$ cat config.mk
export PLATFORM = sky130hd
export DESIGN_NAME = fifo_stream_adapter
export DESIGN_NICKNAME = d
export VERILOG_FILES = /design/src/rtl/fifo_stream_adapter.sv
export SDC_FILE = /design/constraint.sdc
export NUM_CORES = 1
export LEC_CHECK = 0
export BUFFER_PORTS_ARGS = -buffer_cell sky130_fd_sc_hd__buf_4
export CORE_MARGIN = 2
export CORE_UTILIZATION = 57
export DETAILED_ROUTE_END_ITERATION = 7
export MAX_ROUTING_LAYER = met4
export PLACE_DENSITY = 0.76
export SLEW_MARGIN = 25
export SYNTH_ARGS = -nofsm -noshare
export SYNTH_HDL_FRONTEND = slang
export SYNTH_SLANG_ARGS = --single-unit
$ cat constraint.sdc
create_clock -name clk -period 2.6 [get_ports clk]
set_input_delay 0.13 -clock clk [delete_from_list [all_inputs] [get_ports clk]]
set_output_delay 0.13 -clock clk [all_outputs]
set_load 0.05 [all_outputs]
$ cat src/rtl/fifo_stream_adapter.sv
// fifo_stream_adapter: fixed read-latency FIFO pop port -> valid/ready stream.
// Ports: clk, rst_n (async low); fifo_may_pop/fifo_pop/fifo_data (upstream);
//   out_valid/out_ready/out_data (downstream); words_out (32-bit delivered
//   count) exists only when FIFO_STREAM_ADAPTER_STATS_EN is defined.
module fifo_stream_adapter #(
    parameter int WIDTH        = 8,
    parameter int READ_LATENCY = 2,
    parameter int SKID_DEPTH   = 4
) (
    input  logic             clk,
    input  logic             rst_n,
    input  logic             fifo_may_pop,
    output logic             fifo_pop,
    input  logic [WIDTH-1:0] fifo_data,
    output logic             out_valid,
    input  logic             out_ready,
    output logic [WIDTH-1:0] out_data
`ifdef FIFO_STREAM_ADAPTER_STATS_EN
    ,
    output logic [31:0]      words_out
`endif
);
    localparam int CW = $clog2(SKID_DEPTH + 1);
    localparam int PW = $clog2(SKID_DEPTH);
    localparam int SW = CW + 1;
    localparam logic [PW-1:0] LAST = PW'(SKID_DEPTH - 1);

    if (READ_LATENCY < 1) begin : g_bad_lat
        $error("READ_LATENCY must be at least 1");
    end
    if (SKID_DEPTH < READ_LATENCY + 1) begin : g_bad_depth
        $error("SKID_DEPTH must be at least READ_LATENCY+1");
    end

    logic [READ_LATENCY-1:0] r_pipe;
    logic [WIDTH-1:0]        r_mem [SKID_DEPTH];
    logic [PW-1:0]           r_wr_ptr;
    logic [PW-1:0]           r_rd_ptr;
    logic [CW-1:0]           r_count;
    logic [CW-1:0]           w_inflight;
    logic                    w_capture;
    logic                    w_xfer;

    always_comb begin
        w_inflight = '0;
        for (int i = 0; i < READ_LATENCY; i++) begin
            w_inflight = w_inflight + CW'(r_pipe[i]);
        end
    end

    // Credit counts words already requested, so every returning word
    // is guaranteed a slot; out_ready never feeds this path.
    assign fifo_pop  = fifo_may_pop &&
                       (({1'b0, w_inflight} + {1'b0, r_count})
                        < SW'(SKID_DEPTH));
    assign w_capture = r_pipe[READ_LATENCY-1];
    assign out_valid = (r_count != '0);
    assign w_xfer    = out_valid && out_ready;
    assign out_data  = out_valid ? r_mem[r_rd_ptr] : '0;

    always_ff @(posedge clk or negedge rst_n) begin
        if (!rst_n) begin
            r_pipe <= '0;
        end else begin
            r_pipe[0] <= fifo_pop;
            for (int i = 1; i < READ_LATENCY; i++) begin
                r_pipe[i] <= r_pipe[i-1];
            end
        end
    end

    always_ff @(posedge clk or negedge rst_n) begin
        if (!rst_n) begin
            for (int i = 0; i < SKID_DEPTH; i++) begin
                r_mem[i] <= '0;
            end
            r_wr_ptr <= '0;
            r_rd_ptr <= '0;
            r_count  <= '0;
        end else begin
            if (w_capture) begin
                r_mem[r_wr_ptr] <= fifo_data;
                r_wr_ptr <= (r_wr_ptr == LAST) ? '0 : r_wr_ptr + 1'b1;
            end
            if (w_xfer) begin
                r_rd_ptr <= (r_rd_ptr == LAST) ? '0 : r_rd_ptr + 1'b1;
            end
            if (w_capture && !w_xfer) begin
                r_count <= r_count + 1'b1;
            end else if (!w_capture && w_xfer) begin
                r_count <= r_count - 1'b1;
            end
        end
    end

`ifdef FIFO_STREAM_ADAPTER_STATS_EN
    logic [31:0] r_words_out;

    always_ff @(posedge clk or negedge rst_n) begin
        if (!rst_n) begin
            r_words_out <= '0;
        end else if (w_xfer) begin
            r_words_out <= r_words_out + 32'd1;
        end
    end

    assign words_out = r_words_out;
`endif

endmodule

Word level (Yosys, flattened, before mapping):

Cells that the tools add are included.

* $lt $le $gt $ge: 4
* divide/modulo/power cells: 0
* shifts and indexed selects: 0
* muxes and demuxes: 11
* $mul: 0
* $add $sub $neg: 6
* reductions and logical operators: 9
* eq/ne operators: 2
* bitwise gates (word level): 2

Operators by type and width (number)
* $bwmux 32: 1
* $mux 8: 4
* $bmux 8 s2: 1
* $demux 8 s2: 1
* $ge 3x3->1 const B: 2
* $mux 3: 2
* $not 2->3: 2
* $logic_and 1x1->1: 5
* $add 2x1->2 const B: 2
* $add 2x3->4: 1
* $eq 2x2->1 const B: 2
* $lt 4x3->1 const B: 1
* $mux 2: 2
* $add 3x1->3 const B: 1
* $lt 3x1->1 const B: 1
* $reduce_bool 3->1: 1
* $sub 3x1->3 const B: 1
* $add 1x1->2: 1
* $logic_not 1->1: 2
* $reduce_bool 2->1: 1

* memories: 0
* register bits after elaboration: 41
* RAM bits: 0
* word-level logic and storage cells: 42
* output and inout bits: 10
* bits in read-only memories: 0
* bits in latches: 0

Logic depth before layout (Yosys ltp):

Gate-level depths: netlist (run 1).

* depth in word-level cells: 6
* gate-level depth with buffers: 9
* depth with buffers taken out: 8

Worst setup path after synthesis (run 1):

No wires, ideal clock.

* path type: reg-to-reg
* from: register r_count[1]
* to: register r_count[2]
* stages on the path, launching flop included: 10
* arrival time: 1996 ps
* library setup time: 79 ps
* data required time: 2521 ps
* setup slack: 525 ps
* clock period less this slack: 2075 ps
* cell sequence: dfrtp_1 or3_1 buf_6 nand2_4 ha_1 inv_1 fa_1 xor2_1 nor2_1 xor2_1

* word-level cells in the longest chain between the ends: 5
* elaborated cells on any way between the ends: 10
* those cells by class: add/sub (2); mux (2); reduce/logical (6)

RTL lines
* start: declaration: RTL line 39 `logic [CW-1:0] r_count;`
* start signal: assignment: RTL line 89 `r_count <= r_count + 1'b1;`
* start signal: assignment: RTL line 91 `r_count <= r_count - 1'b1;`
* $reduce_bool 3->1 *: RTL line 57 `assign out_valid = (r_count != '0);`
* net out_valid: RTL line 15 `output logic out_valid,`
* $logic_and 1x1->1 *: RTL line 58 `assign w_xfer = out_valid && out_ready;`
* $logic_not 1->1: RTL line 88 `if (w_capture && !w_xfer) begin`
* $logic_and 1x1->1: RTL line 88
* $mux 3 or $reduce_bool 2->1 (tied branches)

The timed path passes the listed nets; every way through them passes the cells marked *. The select of a mux whose other input is x is not followed.
A chain may end at the register's enable or synchronous reset.

Final worst setup path (run 1):

* from: register r_count[1]
* to: register r_count[2]

* word-level cells in the longest chain between the ends: 5
* elaborated cells on any way between the ends: 10
* those cells by class: add/sub (2); mux (2); reduce/logical (6)

RTL lines
* branches (longest 5 deep; another with $sub 3x1->3)

Several ways; the timed one is not identified. The select of a mux whose other input is x is not followed.

==> results of run 1 <==
cell type report:
cell class / instances / area (µm²)
clock buffer: 7 / 55.05
clock inverter: 1 / 30.03
tap: 46 / 57.56
multi-input combinational: 78 / 858.3
sequential: 41 / 1026
fill: 251 / 1059
inverter: 3 / 11.26
timing repair buffer: 24 / 187.7
cell families after synthesis:
group	Yosys count	share of synthesized area [%]
buffers and inverters	7	2.271
XOR/XNOR	3	1.363
AND/OR/NAND/NOR	20	6.230
adder cells (fa/ha/maj)	8	5.581
AO/OA/AOI/OAI	4	1.168
flip-flops	41	53.21
multiplexers	43	30.18
worst max path at each step:
stage,start,end,slack [ns],depth (start not counted)
finish,r_count[1],r_count[2],0.32,8
detailed placement,r_count[1],r_count[2],0.31,8
CTS,r_count[1],r_count[2],0.29,8
global placement,r_count[1],r_count[2],0.40,8
floorplan,r_count[1],r_count[2],0.52,9
global route,r_count[1],r_count[2],0.18,8
cells in the final DEF (no fill, tap or decap), types with 2 or more instances in the layout:
cell type,count
inv_1,3
ha_1,7
mux4_2,8
dlygate4sd3_1,3
xor2_1,2
nand2_2,4
clkbuf_4,5
mux2_1,33
nand2_1,2
and2_1,8
o21ai_1,2
nor2_1,3
mux2_4,2
dfrtp_1,41
buf_4,21
sequential cells by signal (all words and copies together) (netlist names):
signal	cells
r_mem	32
r_count	3
r_pipe	2
r_rd_ptr	2
r_wr_ptr	2
critical path: stages, from the launching register on:
cell	delay [ns]
dfrtp_1	0.44
or3_1	0.56
nand2_4	0.17
ha_1	0.19
inv_1	0.06
fa_1	0.37
xor2_1	0.17
nor2_1	0.12
xor2_1	0.15
synth_stat cells:
cell type  count  area (µm²)
a21o_1         1       7.510
a21oi_1        1       5.000
and2_1         8       50.05
buf_2          1       5.000
buf_6          2       22.52
clkbuf_2       1       5.000
dfrtp_1       41        1026
fa_1           1       20.02
ha_1           7       87.58
inv_1          3       11.26
mux2_1        33       371.6
mux2_4         2       30.03
mux4_2         8       180.2
nand2_1        2       7.510
nand2_2        4       25.02
nand2_4        1       11.26
nand2b_2       1       8.760
nor2_1         3       11.26
o21ai_1        2       10.01
or3_1          1       6.260
xnor2_1        1       8.760
xor2_1         2       17.52
through the flow:
| stage | area (µm²) | utilization [%] |
|---|---|---|
| global placement | 2111 | 64.27 |
| detailed placement | 2111 | 64.27 |
| global route | 2226 | 67.77 |
| finish | 2226 | 67.77 |
| CTS | 2206 | 67.16 |
| floorplan | 1928 | - |
routing by layer:
| layer | track usage [%] | vias up | part of all wire, % |
|---|---|---|---|
| met5 | - | - | 0 |
| met3 | 4.348 | 7 | 3.2 |
| li1 | - | 502 | - |
| met2 | 31.52 | 17 | 50 |
| met1 | 25.06 | 546 | 45 |
| met4 | 7.500 | 0 | 1.9 |
==> out/metrics.cfg, run 1 <==
[clock_network]
cts_resized = 0
cts_tree = yes
numCtsBuffers = 5
htree_levels = 2
clk_latency_ns = 0.35
clockBufferDepth = 2
hold_buffers = 1
clk_pin_slew_ns = 0.12
cts_sinks = 41
postCtsSetupRepairBufs = 0
clockRootBuffer = clkbuf_4

[detailed_routing]
wl_mm = 3.247
vias = 1072
viasPerCell = 5.360
first_pass_iters = 4
detail_route.iter0.violations = 42
post-route-drc-count = 0
ant_nets = 0
avgRoutedWirePerCell_um = 16.24

[critical_path]
rrSetupSlack_ns = 0.32
cp.arrival_ns = 2.56
rr_startpoint = r_count[1]
cp-end-kind = register
worstSetupPathType = register to register
worstReg2RegEnd = r_count[2]
cp.required_ns = 2.88
start_kind = register
reg2reg_depth = 8
crit_fanout = 10

[sta]
rsz0062_at_grt = no
holdWs_ns = 0.01114
layout_setup_ws_ns = 0.3193
setup_viol = 0
finClkSkew_ns = 0.01556
worstMarginPinSlew_ns = 0.6047
fin_crit_sh_pct = 87.72
hold_violations = 0
tns_ns = 0
fin_crit_ns = 2.281
drv_slew = 0
max_freq_mhz = 438.5
timing.slew.headroom_pct = 59.69

[placed_design]
hpwl_mm = 2.246
dp.cells = 189
port_buffers = 21
gp_congestion = 0.6873
pre_cts_slack_ns = 0.3109

[yosys]
yosysSeqAreaShare_pct = 53.21
syn_area_um2 = 1928
yosysWarningCount = 0
synth_area_per_cell_um2 = 15.30
syn_inst = 126
synth.distinct_cells = 22
synth_nets = 146
synth-seq-cells = 41

[min_path]
holdPathEnd = r_mem[25]
hold_start = fifo_data[1]
hold_path.class = input port to register
whs_path_depth = 2

[floorplanning]
die_area_um2 = 3864
core_area_um2 = 3284
ios = 22
rows = 21
fp.dieH_um = 62.16
initial_core_util_pct = 58.70
die_x_um = 62.16

[flow_run]
max_cap_violations = 0

[status]
status = finished clean

[grt]
grt_pass1_wl_mm = 5.637
grt_overflow_total = 0
grt_usage_pct = 19.75
antenna_found_initial = 0
grt_pass1_vias = 1163
grt_max_degree = 42

[finish]
drive_above_1_share_pct = 28.57
area_growth_pct = 15.44
nets = 173
num_antenna_cells = 0
finalNonFillerCells = 200

Power of run 1 is left out: the tool's default activity adds up to more than one toggle a clock period on the data nets, which glitch-free logic cannot reach.
==> inputs of run 2 (changes only) <==
- PLACE_DENSITY: 0.76 -> 0.77
- SLEW_MARGIN: 25 -> 10
==> out/metrics.cfg, run 2 (synthesized netlist as in run 1, its figures left out) <==
[critical_path]
reg2reg_depth = 8
endpoint = r_count[2]
startpoint = r_count[1]
slowest_delay_ns = 0.55
crit_slowest_cell = or3_1
cp-end-kind = register
rrSetupSlack_ns = 0.30
rr_startpoint = r_count[1]
crit_fanout = 10
start_kind = register
crit_top_cell = xor2_1
critical_path_cell_count = 8
path_buf_inv = 1
worstReg2RegEnd = r_count[2]
crit_chain = or3_1 > nand2_4 > ha_1 > inv_1 > fa_1 > xor2_1 > nor2_1 > xor2_1
worstSetupPathType = register to register
cp.arrival_ns = 2.59
critPathTopFamily = simple AND/OR/NAND/NOR gates
cp.required_ns = 2.88

[status]
status = finished clean

[sta]
fin_crit_ns = 2.303
max_freq_mhz = 434.3
hold_violations = 0
drv_slew = 0
rsz0062_at_grt = no
worstMarginPinSlew_ns = 0.6078
tns_ns = 0
setup_viol = 0
timing.slew.headroom_pct = 59.48
fin_crit_sh_pct = 88.57
finClkSkew_ns = 0.005114

[detailed_routing]
avgRoutedWirePerCell_um = 16.28
viasPerCell = 5.447
post-route-drc-count = 0
ant_nets = 0
wl_met1_mm = 1.396
detail_route.iter0.violations = 30
routed.top_layer = met4
vias = 1122
wl_mm = 3.354
dr_wl_met2_mm = 1.737
first_pass_iters = 4
wl_met3_um = 148

[grt]
grt_usage_pct = 21.07
grt_pass1_wl_mm = 5.913
antenna_found_initial = 0
grt_max_degree = 42
grt_pass1_vias = 1190
grt_overflow_total = 0

[clock_network]
clk_pin_slew_ns = 0.12
clk_latency_ns = 0.36
clockRootBuffer = clkbuf_4
numCtsBuffers = 5
cts_sinks = 41
htree_levels = 2
cts_tree = yes
postCtsSetupRepairBufs = 0
clockBufferDepth = 2

[floorplanning]
ios = 22
initial_core_util_pct = 58.70
die_area_um2 = 3864
core_area_um2 = 3284
rows = 21
die_x_um = 62.16
fp.dieH_um = 62.16

[min_path]
hold_path.class = input port to register

[finish]
postLayoutCellArea_um2 = 2303
largestRegisters = r_mem: 32 flops, r_count: 3 flops
drive_above_1_share_pct = 28.13
nets = 179
largest_register = r_mem
num_antenna_cells = 0
largest_reg_flops = 32
finalNonFillerCells = 206
area_growth_pct = 19.47
final_common_cell = dfrtp_1
final_cell_mix = 41 x dfrtp_1, 33 x mux2_1, 21 x buf_4

[placed_design]
hpwl_mm = 2.246
port_buffers = 21
gp_congestion = 0.7475
dpl_cell_area_um2 = 2111
dp.cells = 189

[flow_run]
max_cap_violations = 0

[run 2: cell count changes in the layout (fill, tap and decap cells not counted), sizes merged]
cell / before / now
bufinv: 1 / 2
clkinv: 0 / 1
dlygate4sd3: 3 / 9
clkbuf: 7 / 5
[run 2: timing repair]
action	in CTS	in global routing
hold endpoints to repair	68	0
resized for setup	0	0
hold buffers	9	0
[run 2: worst min-delay path, delay by kind of cell]
family / cells / cell delay, ns
compound gates: 1 / 0.05
buf+inv: 1 / 0.11
simple gates: 1 / 0.05
[run 2: layer usage]
| metal | track usage, % | vias up |
|---|---|---|
| met5 | - | - |
| met4 | 9.167 | 0 |
| met3 | 5.978 | 5 |
| met2 | 33.15 | 23 |
| met1 | 25.75 | 584 |
| li1 | - | 510 |
[run 2: through the flow]
stage | setup WS, ns | util, % | hold WS (ns)
finish | 0.2973 | 70.13 | 0.01869
global route | 0.1546 | 70.13 | 0.0007362
CTS | 0.2762 | 70.13 | 0.008651
detailed placement | 0.3070 | 64.27 | 0.1384
global placement | 0.4125 | 64.27 | 0.1233
floorplan | 0.5249 | - | -0.1656
[run 2: worst min-delay path by stage]
stage,start,endpoint,slack [ns],depth (start not counted)
floorplan,rst_n,r_count[0],-0.17,0
global placement,rst_n,r_mem[26],0.12,1
detailed placement,rst_n,r_mem[26],0.14,1
CTS,fifo_may_pop,r_pipe[0],0.009,3
global route,fifo_may_pop,r_pipe[0],0.0007,3
finish,fifo_may_pop,r_pipe[0],0.02,3
[run 2: area by class of cell]
cell class	instances	area, µm²
sequential	41	1026
clock buffer	5	37.54
tap	46	57.56
clock inverter	3	65.06
multi-input combinational	78	858.3
timing repair buffer	30	247.7
inverter	3	11.26
fill	232	980.9
Power of run 2 is left out for the same reason.
